[config.mk]
export PLATFORM = sky130hd
export DESIGN_NAME = animation_datapath
export DESIGN_NICKNAME = d
export VERILOG_FILES = /design/src/rtl/animation_datapath.sv
export SDC_FILE = /design/constraint.sdc
export NUM_CORES = 1
export LEC_CHECK = 0
export BUFFER_PORTS_ARGS = -buffer_cell sky130_fd_sc_hd__buf_4
export CAP_MARGIN = 25
export CORE_MARGIN = 10
export CORE_UTILIZATION = 65
export CTS_CLUSTER_SIZE = 10
export DETAILED_ROUTE_END_ITERATION = 8
export PLACE_DENSITY = 0.85
export SETUP_SLACK_MARGIN = 0.4
export SLEW_MARGIN = 5
export SYNTH_ARGS = -nofsm -noshare
export SYNTH_HDL_FRONTEND = slang
export SYNTH_SLANG_ARGS = --single-unit
[constraint.sdc]
create_clock -name clock -period 6.92 [get_ports clock]
set_clock_uncertainty 0.1 [all_clocks]
set_input_delay 1.384 -clock clock [delete_from_list [all_inputs] [get_ports clock]]
set_output_delay 1.384 -clock clock [all_outputs]
set_load 0.03 [all_outputs]
[src/rtl/animation_datapath.sv]
// Coin-travel and step-progress-bar animation datapath driving a pixel-plot VGA adapter.
// Optional macro ANIM_ERASE_EN: erase the coin before each move (otherwise the coin leaves a trail).
module animation_datapath #(
    parameter int unsigned FRAME_DIV   = 833333,
    parameter logic [2:0]  COIN_COLOUR = 3'b110,
    parameter logic [2:0]  BG_COLOUR   = 3'b000
) (
    input  logic       clock,
    input  logic       resetn,
    input  logic [2:0] travel,
    input  logic [1:0] step,
    output logic [7:0] x,
    output logic [6:0] y,
    output logic [2:0] colour,
    output logic       plot,
    output logic       done_travel,
    output logic       done_step
);

    localparam int unsigned CW = (FRAME_DIV > 1) ? $clog2(FRAME_DIV) : 1;

    typedef enum logic [3:0] {
        Idle, Draw, WaitTick, Erase, Move, BarCol, BarWait, Done, WaitClr
    } state_e;

    state_e        state_q, state_d;
    logic [CW-1:0] frame_q;
    logic          tick;
    logic [7:0]    cx_q, cx_d, dest_q, dest_d;
    logic [6:0]    cy_q, cy_d;
    logic [3:0]    off_q, off_d;
    logic [4:0]    col_q, col_d;
    logic [1:0]    n_q, n_d;
    logic          job_travel_q, job_travel_d;
    logic [7:0]    x_d;
    logic [6:0]    y_d;
    logic [2:0]    colour_d;
    logic          plot_d;
    logic [7:0]    path_start, path_dest, bar_base;

    // Free-running; requests never realign the frame tick.
    assign tick = (frame_q == CW'(FRAME_DIV - 1));

    always_ff @(posedge clock or negedge resetn) begin
        if (!resetn)   frame_q <= '0;
        else if (tick) frame_q <= '0;
        else           frame_q <= frame_q + 1'b1;
    end

    always_comb begin
        path_start = 8'd10;
        path_dest  = 8'd80;
        unique case (travel)
            3'd2:    begin path_start = 8'd80;  path_dest = 8'd150; end
            3'd3:    begin path_start = 8'd10;  path_dest = 8'd150; end
            3'd4:    begin path_start = 8'd80;  path_dest = 8'd10;  end
            3'd5:    begin path_start = 8'd150; path_dest = 8'd80;  end
            3'd6:    begin path_start = 8'd150; path_dest = 8'd10;  end
            default: begin path_start = 8'd10;  path_dest = 8'd80;  end
        endcase
    end

    always_comb begin
        unique case (n_q)
            2'd2:    bar_base = 8'd60;
            2'd3:    bar_base = 8'd100;
            default: bar_base = 8'd20;
        endcase
    end

    always_comb begin
        state_d      = state_q;
        cx_d         = cx_q;
        cy_d         = cy_q;
        dest_d       = dest_q;
        off_d        = off_q;
        col_d        = col_q;
        n_d          = n_q;
        job_travel_d = job_travel_q;
        x_d          = x;
        y_d          = y;
        colour_d     = colour;
        plot_d       = 1'b0;
        unique case (state_q)
            Idle: begin
                if (travel != 3'd0 && travel != 3'd7) begin
                    cx_d         = path_start;
                    cy_d         = 7'd60;
                    dest_d       = path_dest;
                    off_d        = 4'd0;
                    job_travel_d = 1'b1;
                    state_d      = Draw;
                end else if (step != 2'd0) begin
                    n_d          = step;
                    col_d        = 5'd0;
                    off_d        = 4'd0;
                    job_travel_d = 1'b0;
                    state_d      = BarCol;
                end
            end
            Draw, Erase: begin
                plot_d   = 1'b1;
                colour_d = (state_q == Draw) ? COIN_COLOUR : BG_COLOUR;
                x_d      = cx_q + {6'd0, off_q[1:0]};
                y_d      = cy_q + {5'd0, off_q[3:2]};
                off_d    = off_q + 4'd1;
                if (off_q == 4'd15) state_d = (state_q == Draw) ? WaitTick : Move;
            end
            WaitTick: begin
                if (cx_q == dest_q) begin
                    state_d = Done;
                end else if (tick) begin
`ifdef ANIM_ERASE_EN
                    state_d = Erase;
`else
                    state_d = Move;
`endif
                end
            end
            Move: begin
                cx_d    = (dest_q > cx_q) ? cx_q + 8'd1 : cx_q - 8'd1;
                state_d = Draw;
            end
            BarCol: begin
                plot_d   = 1'b1;
                colour_d = {1'b0, n_q};
                x_d      = bar_base + {3'd0, col_q};
                y_d      = 7'd100 + {5'd0, off_q[1:0]};
                off_d    = off_q + 4'd1;
                if (off_q[1:0] == 2'd3) begin
                    off_d   = 4'd0;
                    state_d = BarWait;
                end
            end
            BarWait: begin
                if (col_q == 5'd31) begin
                    state_d = Done;
                end else if (tick) begin
                    col_d   = col_q + 5'd1;
                    state_d = BarCol;
                end
            end
            Done: state_d = WaitClr;
            WaitClr: begin
                if (job_travel_q ? (travel == 3'd0) : (step == 2'd0)) state_d = Idle;
            end
            default: state_d = Idle;
        endcase
    end

    always_ff @(posedge clock or negedge resetn) begin
        if (!resetn) begin
            state_q      <= Idle;
            cx_q         <= 8'd0;
            cy_q         <= 7'd0;
            dest_q       <= 8'd0;
            off_q        <= 4'd0;
            col_q        <= 5'd0;
            n_q          <= 2'd0;
            job_travel_q <= 1'b0;
            x            <= 8'd0;
            y            <= 7'd0;
            colour       <= 3'd0;
            plot         <= 1'b0;
        end else begin
            state_q      <= state_d;
            cx_q         <= cx_d;
            cy_q         <= cy_d;
            dest_q       <= dest_d;
            off_q        <= off_d;
            col_q        <= col_d;
            n_q          <= n_d;
            job_travel_q <= job_travel_d;
            x            <= x_d;
            y            <= y_d;
            colour       <= colour_d;
            plot         <= plot_d;
        end
    end

    assign done_travel = (state_q == Done) && job_travel_q;
    assign done_step   = (state_q == Done) && !job_travel_q;

endmodule

Word level (Yosys, flattened, before mapping)
Index checks and enable logic that the tools add are counted.
- register bits after elaboration: 72
- input bits: 7
- output and inout port bits: 21
- word-level logic and storage cells: 118
- $add $sub $neg: 9
- order comparisons: 1
- equal/unequal tests: 32
- muxes and demuxes: 35
- bitwise gates (word level): 1
- reduce and logical (&&, ||, !) cells: 27
- operator list (operator ; number):
    one-hot mux 8 bit (2 select lines) ; 4
    2-to-1 mux 4 bit ; 12
    one-hot mux 4 bit (8 select lines) ; 1
    one-hot mux 7 bit (2 select lines) ; 2
    adder 20 x 1 -> 20 bit, second input constant ; 1
    equality test 20 bit, second input constant ; 1
    2-to-1 mux 20 bit ; 1
    2-to-1 mux 5 bit ; 4
    equality test 4 x 3 -> 1 bit, second input constant ; 4
    2-to-1 mux 8 bit ; 2
    inequality test 2 bit, second input constant ; 8
    inequality test 3 bit, second input constant ; 4
    one-hot mux 4 bit (3 select lines) ; 1
    one-hot mux 5 bit (2 select lines) ; 1
    nonzero test 2 bit ; 5
    OR reduction 2 bit ; 5
    equality test 3 bit, second input constant ; 3
    adder 8 x 1 -> 8 bit, second input constant ; 1
    adder 8 x 2 -> 8 bit ; 1
    adder 8 x 5 -> 8 bit ; 1
    equality test 4 x 2 -> 1 bit, second input constant ; 2
    equality test 4 bit, second input constant ; 2
    equality test 8 bit ; 1
    greater-than comparator 8 bit ; 1
    24 further kinds ; 37

Longest topological paths before layout
Gate-level depths: netlist of run 1.
- depth in word-level cells: 5
- gate-level depth with buffers: 12
- gate-level depth less buffers: 12

Worst setup path after synthesis of run 1
OpenSTA, ideal clock, no wires.
- path type: register to register
- start: reg cx_q[6]
- end: reg cx_q[6]
- setup time: 0.136 ns
- arrival time: 2.991 ns
- required time: 6.684 ns
- path slack: 3.693 ns
- cell stages (with the launch flop): 13
- path buffers: 0
- period minus slack after synthesis: 3.227 ns
- path through: dfrtp_1 -> inv_1 -> ha_1 -> and4b_1 -> a21boi_0 -> o21ai_0 -> ha_1 -> a21o_1 -> a21o_1 -> a21o_1 -> a21oi_1 -> xor2_1 -> mux2i_1
- cells in the longest elaborated chain, start to end: 3
- RTL lines (element ; RTL line ; RTL):
    start: declaration ; 29 ; logic [7:0] cx_q, cx_d, dest_q, dest_d;
    start signal: assignment ; 154 ; cx_q <= 8'd0;
    start signal: assignment ; 167 ; cx_q <= cx_d;
    subtractor 8 x 1 -> 8 bit, or another cell as far along ; 121 ; cx_d = (dest_q > cx_q) ? cx_q + 8'd1 : cx_q - 8'd1;
    2-to-1 mux 8 bit (*) ; 121 ;
    one-hot mux 8 bit (2 select lines) (*) ; 84 ; unique case (state_q)
Every way passes the cells marked *; elsewhere a longest branch is shown, timed or not.
A chain may end at the register's enable or synchronous reset.

Worst setup path after layout of run 1
- start: reg state_q[2]
- end: out done_step
- cells in the longest elaborated chain, start to end: 2
- RTL lines (element ; RTL line ; RTL):
    start: declaration ; 26 ; state_e state_q, state_d;
    start signal: assignment ; 153 ; state_q <= Idle;
    start signal: assignment ; 166 ; state_q <= state_d;
    equality test 4 x 3 -> 1 bit ; 182 ; assign done_step = (state_q == Done) && !job_travel_q;
    logical AND 1 bit ; 182 ;
    end: declaration ; 17 ; output logic done_step
No other way between the ends.

==> results of run 1 <==
[through the flow]
stage	hold WS, ns	total power [mW]	setup slack (ns)
after floorplan	0.335	1.55	3.69
after global placement	0.364	1.81	3.41
after detailed placement	0.374	1.88	3.27
after CTS	0.392	2.27	3.26
after global routing	0.417	2.45	3.39
final	0.389	2.28	3.63
[how the worst max path moves through the flow]
stage                               end  cells past startpoint
floorplan           cx_q[6]$_DFFE_PN0P_                     12
global placement    cx_q[6]$_DFFE_PN0P_                     12
detailed placement  cx_q[6]$_DFFE_PN0P_                     12
CTS                 cx_q[6]$_DFFE_PN0P_                     12
global route        cx_q[6]$_DFFE_PN0P_                     13
finish                        done_step                      4
[sequential cells by signal, summed over array words and instances (netlist names)]
| name | flops |
|---|---|
| n_q | 2 |
| dest_q | 5 |
| state_q | 4 |
| off_q | 4 |
| colour | 3 |
| x | 8 |
| frame_q | 20 |
| job_travel_q | 1 |
| col_q | 5 |
| y | 5 |
| cy_q | 1 |
| cx_q | 8 |
| plot | 1 |
[Yosys cell counts (7+ instances only)]
cell type / count / area (um^2)
nor3_1: 9 / 45.0
xnor2_1: 19 / 166
o21ai_0: 25 / 125
xor2_1: 18 / 158
a21oi_1: 27 / 135
clkbuf_1: 11 / 41.3
a21o_1: 7 / 52.6
nor2_1: 56 / 210
nand2_1: 46 / 173
nand3_1: 21 / 105
ha_1: 22 / 275
nor2b_1: 7 / 43.8
dfrtp_1: 67 / 1680
inv_1: 25 / 93.8
[cell type report]
type | instances | area share
multi-input cells | 331 | 0.481
flip-flops and latches | 67 | 0.378
repair buffers | 28 | 0.0469
clock buffers | 10 | 0.0288
clock inverters | 5 | 0.0232
inverters | 25 | 0.0212
well taps | 75 | 0.0212
[tightest hold or removal path, stage by stage, from the launching register on]
cell and delay [ns]:
dfrtp_1 0.35, nand2_1 0.05, nand2_1 0.06
[metal layers]
| metal | track usage | share of wire |
|---|---|---|
| met3 | 0.0437 | 0.070 |
| met2 | 0.318 | 0.48 |
| met4 | 0.0805 | 0.026 |
| met1 | 0.250 | 0.43 |
| met5 | 0 | 0 |
[power by group through the flow]
stage	Clock, mW	Sequential [mW]	Combinational (mW)
after floorplan	0	0.696	0.855
after global routing	0.411	0.670	1.36
after CTS	0.391	0.650	1.23
after global placement	0	0.648	1.17
final	0.389	0.655	1.24
after detailed placement	0	0.658	1.22
[cell families (layout without fill, tap and decap cells)]
group	Yosys count	count (layout)
compound gates	95	95
fa+ha+maj	25	25
buf+inv	43	68
simple gates	171	171
flops	67	67
mux	3	3
xor+xnor	37	37
==> impl_metrics.tcl, run 1 <==
set metrics [dict create \
    syn-mean-instance-area_um2 9.03 \
    swShare 0.448 \
    multi_input_area_um2 2130 \
    ioPinCount 28 \
    drive_gt1_frac 0.116 \
    grt_max_degree 68 \
    hold_viol 0 \
    cp_slowest_cell "dfrtp_1" \
    crit_buf_inv 1 \
    core_area_um2 5920 \
    clkPwrFrac 0.170 \
    final_common_cell "dfrtp_1" \
    cpPeakStageDelay_ns 0.57 \
    clockBufferDepth 2 \
    seq_area_frac_synth 0.421 \
    syn_area_um2 3980 \
    setup_viol 0 \
    min_path_type "reg -> reg" \
    wl_per_cell_um 17.7 \
    diodes 0 \
    fin_area_um2 4430 \
    status "finished clean" \
    syn_to_final_growth_pct 11.3 \
    path_cells "nor2b_1 -> nand3_1 -> nor2_1 -> buf_4" \
    worstSkewPairLatency_ns 0.34 \
    cts_tree "yes" \
    cts-resized-gates 0 \
    die_h_um 98.3 \
    cts.clk_slew.worst_paths_ns 0.07 \
    path_delay_family "simple AND/OR/NAND/NOR gates" \
    synth_enable_flop_cells 0 \
    period_minus_slack_ns 3.29 \
    r2r_slack_ns 3.68 \
    switchingPower_mw 1.02 \
    track_usage 0.197 \
    place_inst 525 \
    regToRegEndpoint "cx_q[6]$_DFFE_PN0P_" \
    numPortBuffers 27 \
    arrival_ns 1.80 \
    synth-compound-area-share 0.153 \
    final_cell_mix "dfrtp_1 (67), nor2_1 (56), nand2_1 (46), a21oi_1 (27), buf_4 (27)" \
    grt_pass1_vias 3236 \
    synth_xor_area_frac 0.0814 \
    post-route-util 0.749 \
    timing.rr.start "cx_q[6]$_DFFE_PN0P_" \
    worst_slew_pin_slew_ns 0.936 \
    stdcell_count 541 \
    syn_nets 473 \
    holdPathEnd "colour[1]$_DFFE_PN0P_" \
    ys_warn_count 0 \
    viasPerCell 6.14 \
    synth.ff_latch_count 67 \
    synth_ff_type "dfrtp_1" \
    drt-pass1-iter-count 5 \
    min_path_cells 2 \
    place_congestion 0.932 \
    h-tree-depth 3 \
    power.density_nw_per_um2 516 \
    cts_buffers 9 \
    synth_top_family_by_area "simple AND/OR/NAND/NOR gates" \
    ctsHoldBuffers 0 \
    placed_area_um2 4200 \
    tns_ns 0 \
    grt_pass1_wl_um 15800 \
    synth-adder-area-share 0.0842 \
    rows 28 \
    worstPathRequired_ns 5.44 \
    path_class "reg -> out" \
    final_nets 494 \
    clock-root-buffer "clkbuf_8" \
    clock.fmax_mhz 304 \
    cts_setup_buffers 0 \
    ff2ff_path_depth 13 \
    leakage_nw 2.09 \
    synth-simple-area-share 0.208 \
    grt-ovfl-total 0 \
    drt_first_iter_violations 297 \
    num_vias 3324 \
    seqPwrFrac 0.287 \
    seqCellArea_um2 1680 \
    maxCapViolations 0 \
    crit_start "state_q[2]$_DFFE_PN0P_" \
    cts.sinks 67 \
    fill_cells 440 \
    wl_um 9560 \
    post-route-period-util 0.475 \
    async_reset_ff_frac 1.00 \
    die-area_um2 9660 \
    synth.mux.area_fraction 0.00786 \
    relSlewSlack 0.371 \
    irDropWorstVdd_mv 0.398 \
    initial_core_util 0.672 \
    drc 0 \
    min_from "colour[1]$_DFFE_PN0P_" \
    slew_viol_final 0 \
    dp_hpwl_um 6910 \
    startpoint_type "flip-flop" \
    critPathMaxFanout 12 \
    postRouteAntennaNets 0 \
    end_kind "output pin" \
    synthCells 441 \
    rsz0062_at_grt "false" \
    p_comb_frac 0.543 \
    p_int_mw 1.26 \
    antenna_found_initial 0 \
    die_x_um 98.3 \
    synth.distinct_cells 61 \
]
No activity file was read; power rests on OpenSTA's default activity.
==> inputs of run 2 (changes only) <==
--- a/config.mk
+++ b/config.mk
@@ -5,13 +5,14 @@
 export SDC_FILE = /design/constraint.sdc
 export NUM_CORES = 1
 export LEC_CHECK = 0
+export ABC_AREA = 1
 export BUFFER_PORTS_ARGS = -buffer_cell sky130_fd_sc_hd__buf_4
 export CAP_MARGIN = 25
 export CORE_MARGIN = 10
-export CORE_UTILIZATION = 65
+export CORE_UTILIZATION = 61
 export CTS_CLUSTER_SIZE = 10
 export DETAILED_ROUTE_END_ITERATION = 8
-export PLACE_DENSITY = 0.85
+export PLACE_DENSITY = 0.8
 export SETUP_SLACK_MARGIN = 0.4
 export SLEW_MARGIN = 5
 export SYNTH_ARGS = -nofsm -noshare
==> constraint.sdc (replaced) <==
create_clock -name clock -period 3.3 [get_ports clock]
set_clock_uncertainty 0.1 [all_clocks]
set_input_delay 0.66 -clock clock [delete_from_list [all_inputs] [get_ports clock]]
set_output_delay 0.66 -clock clock [all_outputs]
set_load 0.03 [all_outputs]
==> run 2 against run 1 <==
Effect of this change: hold slack worse by 0.088 ns; register-to-register slack worse by 3.1 ns; die area up 8.7%; routed wire length up 11%; core utilization down 2.9 points; global-route usage up 1.3 points; largest cell class unchanged; sequential share of layout area down 1.9 points; non-clock buffer count down 1; critical path depth up 11.
==> impl_metrics.tcl, run 2 <==
set metrics [dict create \
    synth_top_area_frac 0.404 \
    synth.ff_latch_count 67 \
    post-route-period-util 0.832 \
    wl_per_cell_um 16.1 \
    track_usage 0.210 \
    grt_pass1_vias 3533 \
    cts-resized-gates 0 \
    place_congestion 0.990 \
    wl_um 10600 \
    drive_gt1_frac 0.131 \
    num_vias 3883 \
    synth.area.top_cells "dfrtp_1 (40%), nand2_1 (10%), nor2_1 (6.8%)" \
    path_class "reg -> reg" \
    tns_ns 0 \
    clock-root-buffer "clkbuf_8" \
    yosys.area.top_type "dfrtp_1" \
    drt_first_iter_violations 463 \
    h-tree-depth 3 \
    relSlewSlack 0.395 \
    viasPerCell 5.89 \
    syn-mean-instance-area_um2 7.61 \
    post-route-util 0.720 \
    final_cell_mix "nand2_1 (113), nor2_1 (74), inv_1 (67), dfrtp_1 (65), nand3_1 (39)" \
    hold_viol 0 \
    grt-ovfl-total 0 \
    place_inst 643 \
    rows 29 \
    synth.distinct_cells 34 \
    drt-pass1-iter-count 6 \
    largest_reg_flops 20 \
    diodes 0 \
    yosysMostFrequentCell "nand2_1" \
    whs_ns 0.301 \
    end_kind "flip-flop" \
    irDropWorstVdd_mv 0.792 \
    worstPathRequired_ns 3.44 \
    synthCells 545 \
    largest_register "frame_q" \
    final_nets 609 \
    seq_area_frac_synth 0.404 \
    fin_area_um2 4670 \
    slew_viol_final 0 \
    cts.sinks 67 \
    status "finished clean" \
    final_common_cell "nand2_1" \
    worst_slew_pin_slew_ns 0.900 \
    ys_warn_count 0 \
    setup_viol 0 \
    largestRegisters "frame_q x20, cx_q x8, x x8" \
    cts.clk_slew.worst_paths_ns 0.08 \
    power.density_nw_per_um2 1030 \
    numPortBuffers 27 \
    cts_tree "yes" \
    die_x_um 102 \
    die_h_um 102 \
    grt_max_degree 68 \
    ioPinCount 28 \
    grt_pass1_wl_um 17500 \
    stdcell_count 659 \
    min_path_type "in -> async" \
    rsz0062_at_grt "false" \
    clockBufferDepth 2 \
    syn_to_final_growth_pct 12.7 \
    arrival_ns 2.88 \
    cts_setup_buffers 0 \
    synth_enable_flop_cells 0 \
    antenna_found_initial 0 \
    critPathMaxFanout 8 \
    synth_commonest_cells "nand2_1 (114), nor2_1 (75), dfrtp_1 (67), inv_1 (67), nand3_1 (40)" \
    die-area_um2 10500 \
    post-place-ws_ns 0.480 \
    leakage_nw 2.31 \
    maxCapViolations 0 \
    syn_nets 577 \
    dp_hpwl_um 7810 \
    drc 0 \
    synth_ff_type "dfrtp_1" \
    async_reset_ff_frac 1.00 \
    syn_area_um2 4150 \
    ctsHoldBuffers 0 \
    core_area_um2 6490 \
    initial_core_util 0.639 \
    cts_buffers 9 \
    power_mw 4.80 \
    period_minus_slack_ns 2.75 \
    clock.fmax_mhz 364 \
    placed_area_um2 4410 \
    worstSkewPairLatency_ns 0.35 \
    startpoint_type "flip-flop" \
    setup_slack_ns 0.554 \
    postRouteAntennaNets 0 \
]
-- run 2: changes by cell type in the layout (fill, tap and decap cells not counted), moves of 5 or more --
cell / previous run / this run
nor2_1: 56 / 74
a21o_1: 7 / 0
inv_1: 25 / 67
xnor2_1: 19 / 2
nor3_1: 9 / 18
a21oi_1: 27 / 22
nor2b_1: 7 / 0
nand2_1: 46 / 113
nand3_1: 21 / 39
inv_2: 0 / 10
nand4_1: 4 / 15
-- run 2: kinds of logic after synthesis --
family | count (synthesis) | synth area share
simple gates | 284 | 0.308
buf+inv | 83 | 0.0775
flops | 67 | 0.404
xor+xnor | 16 | 0.0338
fa+ha+maj | 25 | 0.0808
compound gates | 70 | 0.0959
-- run 2: path summary, 6_finish.rpt --
check                                    start             endpoint  slack, ns  cells past startpoint
hold reg to reg               y[6]$_DFFE_PN0P_     y[6]$_DFFE_PN0P_       0.37                      2
setup / recovery           cx_q[6]$_DFFE_PN0P_  cx_q[5]$_DFFE_PN0P_       0.55                     15
hold / removal                          resetn     y[4]$_DFFE_PN0P_       0.30                      1
min in group clock            y[6]$_DFFE_PN0P_     y[6]$_DFFE_PN0P_       0.37                      2
max in group asynchronous               resetn  cx_q[2]$_DFFE_PN0P_       2.23                      1
setup reg to reg           cx_q[6]$_DFFE_PN0P_  cx_q[5]$_DFFE_PN0P_       0.55                     15
-- run 2: per-layer routing --
metal / up-vias / track usage / part of all wire
li1: 1849 / - / -
met1: 1833 / 0.297 / 0.46
met2: 176 / 0.306 / 0.43
met3: 25 / 0.0540 / 0.092
met4: 0 / 0.0705 / 0.019
met5: - / 0 / 0
-- run 2: cell type report --
type / instances / area, um^2
multi-input cells: 395 / 2160
fillers: 502 / 1820
flip-flops and latches: 67 / 1680
inverters: 77 / 289
repair buffers: 27 / 203
clock buffers: 11 / 141
clock inverters: 5 / 100
well taps: 77 / 96.3
-- run 2: critical path: stages (launching register included) --
cell      delay [ns]
dfrtp_1         0.42
inv_1           0.09
ha_1            0.29
nand2_1         0.08
nor2_2          0.17
nand2_1         0.08
nand2_1         0.13
nand2_4         0.11
ha_1            0.36
nand3_1         0.11
nand3_1         0.11
nand2_1         0.10
o21bai_1        0.07
or2_2           0.27
nand3_1         0.06
o21ai_0         0.08
-- run 2: power by group --
| part | switching (mW) | internal [mW] |
|---|---|---|
| logic | 1.71 | 0.911 |
| clock network | 0.325 | 0.520 |
| registers | 0.246 | 1.09 |
==> inputs of run 3 (changes only) <==
--- a/config.mk
+++ b/config.mk
@@ -5,7 +5,7 @@
 export SDC_FILE = /design/constraint.sdc
 export NUM_CORES = 1
 export LEC_CHECK = 0
-export ABC_AREA = 1
+export ABC_AREA = 0
 export BUFFER_PORTS_ARGS = -buffer_cell sky130_fd_sc_hd__buf_4
 export CAP_MARGIN = 25
 export CORE_MARGIN = 10
==> constraint.sdc (replaced) <==
create_clock -name clock -period 2.75 [get_ports clock]
set_clock_uncertainty 0.1 [all_clocks]
set_input_delay 0.55 -clock clock [delete_from_list [all_inputs] [get_ports clock]]
set_output_delay 0.55 -clock clock [all_outputs]
set_load 0.03 [all_outputs]
==> run 3 against run 2 <==
Effect of this change: the run now ends with setup timing left; sequential share of layout area shrank 0.73 points; combinational power rose by 55%; core utilization rose by 3.2 points; highest routed layer unchanged.
==> impl_metrics.tcl, run 3 (synthesis results as in run 1) <==
set metrics [dict create \
    status "complete, but fails checks" \
    violations "setup timing" \
    fill_cells 459 \
    setup_slack_ns -0.0998 \
    viasPerCell 6.06 \
    ctsHoldBuffers 0 \
    met2_usage 0.309 \
    arrival_ns 2.98 \
    period_minus_slack_ns 2.85 \
    worstPathRequired_ns 2.88 \
    critPathMaxFanout 6 \
    num_vias 3453 \
    grt-ovfl-total 0 \
    post-route-util 0.752 \
    h-tree-depth 3 \
    drive_gt1_frac 0.225 \
    largestRegisters "frame_q x20, cx_q x8, x x8" \
    wl_um 9820 \
    grt_max_degree 68 \
    diodes 0 \
    busiest_layer "met2" \
    clockBufferDepth 2 \
    hold_viol 0 \
    leakage_nw 2.20 \
    switchingPower_mw 2.92 \
    final_common_cell "dfrtp_1" \
    irDropWorstVdd_mv 1.54 \
    grt_pass1_wl_um 16300 \
    drt_first_iter_violations 237 \
    post-route-period-util 1.04 \
    clock.fmax_mhz 351 \
    initial_core_util 0.627 \
    drc 0 \
    dp_hpwl_um 6860 \
    ff2ff_path_depth 12 \
    worstSkewPairLatency_ns 0.36 \
    p_comb_frac 0.626 \
    track_usage 0.198 \
    swShare 0.450 \
    min_path_type "in -> async" \
    die-area_um2 10200 \
    cts_tree "yes" \
    place_inst 541 \
    grtUsageMet3 0.0446 \
    path_class "reg -> reg" \
    largest_register "frame_q" \
    die_h_um 101 \
    clkPwrFrac 0.130 \
    rsz0062_at_grt "true" \
    stdcell_count 570 \
    power.density_nw_per_um2 1360 \
    p_int_mw 3.57 \
    rows 29 \
    largest_reg_flops 20 \
    antenna_found_initial 0 \
    cts.sinks 67 \
    clock-root-buffer "clkbuf_8" \
    cts_buffers 9 \
    slew_viol_final 0 \
    startpoint_type "flip-flop" \
    numPortBuffers 27 \
    core_area_um2 6350 \
    syn_to_final_growth_pct 19.9 \
    grt_use_met1 0.259 \
    seqPwrFrac 0.245 \
    maxCapViolations 0 \
    die_x_um 101 \
    cts.clk_slew.worst_paths_ns 0.08 \
    drt-pass1-iter-count 7 \
    setup_viol 2 \
    wl_per_cell_um 17.2 \
    final_nets 520 \
    worst_slew_pin_slew_ns 0.816 \
    ioPinCount 28 \
    end_kind "flip-flop" \
    final_cell_mix "dfrtp_1 (64), nor2_1 (55), buf_4 (54), nand2_1 (46), a21oi_1 (22)" \
    grt_pass1_vias 3384 \
    relSlewSlack 0.456 \
    postRouteAntennaNets 0 \
    tns_ns -0.141 \
    place_congestion 0.944 \
]
## run 3: layer usage
metal	part of all wire	vias up
li1	-	1630
met1	0.44	1681
met2	0.48	117
met3	0.060	25
met4	0.022	0
met5	0	-
## run 3: worst max-delay path, cell delays in order (launching register included)
cell and delay (ns):
dfrtp_1 0.41, inv_2 0.10, ha_4 0.20, and4b_1 0.23, a21boi_4 0.15, o21ai_4 0.33, ha_4 0.29, a21o_1 0.18
a21o_1 0.18, a21o_1 0.17, a21oi_2 0.12, xor2_1 0.16, mux2i_1 0.09
## run 3: path summary, 6_finish.rpt
| check | startpoint | endpoint | slack (ns) |
|---|---|---|---|
| min | resetn | frame_q[13]$_DFF_PN0_ | 0.19 |
| max reg2reg | cx_q[4]$_DFFE_PN0P_ | cx_q[6]$_DFFE_PN0P_ | -0.1 |
| min reg2reg | y[6]$_DFFE_PN0P_ | y[6]$_DFFE_PN0P_ | 0.39 |
| max in group asynchronous | resetn | cx_q[0]$_DFFE_PN0P_ | 1.78 |
| max | cx_q[4]$_DFFE_PN0P_ | cx_q[6]$_DFFE_PN0P_ | -0.1 |
| min in group clock | y[6]$_DFFE_PN0P_ | y[6]$_DFFE_PN0P_ | 0.39 |
## run 3: final cells by class
class	instances	area (um^2)	share of cell area
Clock inverter	7	76.3	0.0160
Timing Repair Buffer	54	405	0.0849
Sequential cell	67	1680	0.352
Inverter	25	93.8	0.0197
Tap cell	77	96.3	0.0202
Clock buffer	9	124	0.0260
Multi-Input combinational cell	331	2300	0.481
## run 3: power groups by stage
stage | registers, mW | clock network [mW] | logic [mW]
after floorplan | 1.77 | 0 | 2.28
after global placement | 1.58 | 0 | 3.30
after detailed placement | 1.59 | 0 | 3.40
after CTS | 1.57 | 0.851 | 3.61
after global routing | 1.62 | 0.901 | 4.42
final | 1.59 | 0.842 | 4.06
## run 3: repair_timing
action | 4_1_cts | 5_1_grt
endpoints found under the hold margin | 0 | 0
resized for setup | 5 | 17
endpoints found under the setup margin | 5 | 12
pin swaps | 6 | 15
setup buffers | 6 | 7
## run 3: metrics by stage
step	instance area [um^2]	hold slack [ns]	setup WS (ns)	power [mW]
global placement	4370	0.362	0.0444	4.88
finish	4770	0.185	-0.0998	6.49
CTS	4640	0.213	0.0227	6.03
global route	4770	0.249	-0.156	6.95
detailed placement	4370	0.375	-0.00882	4.99
floorplan	4040	0.154	0.157	4.05
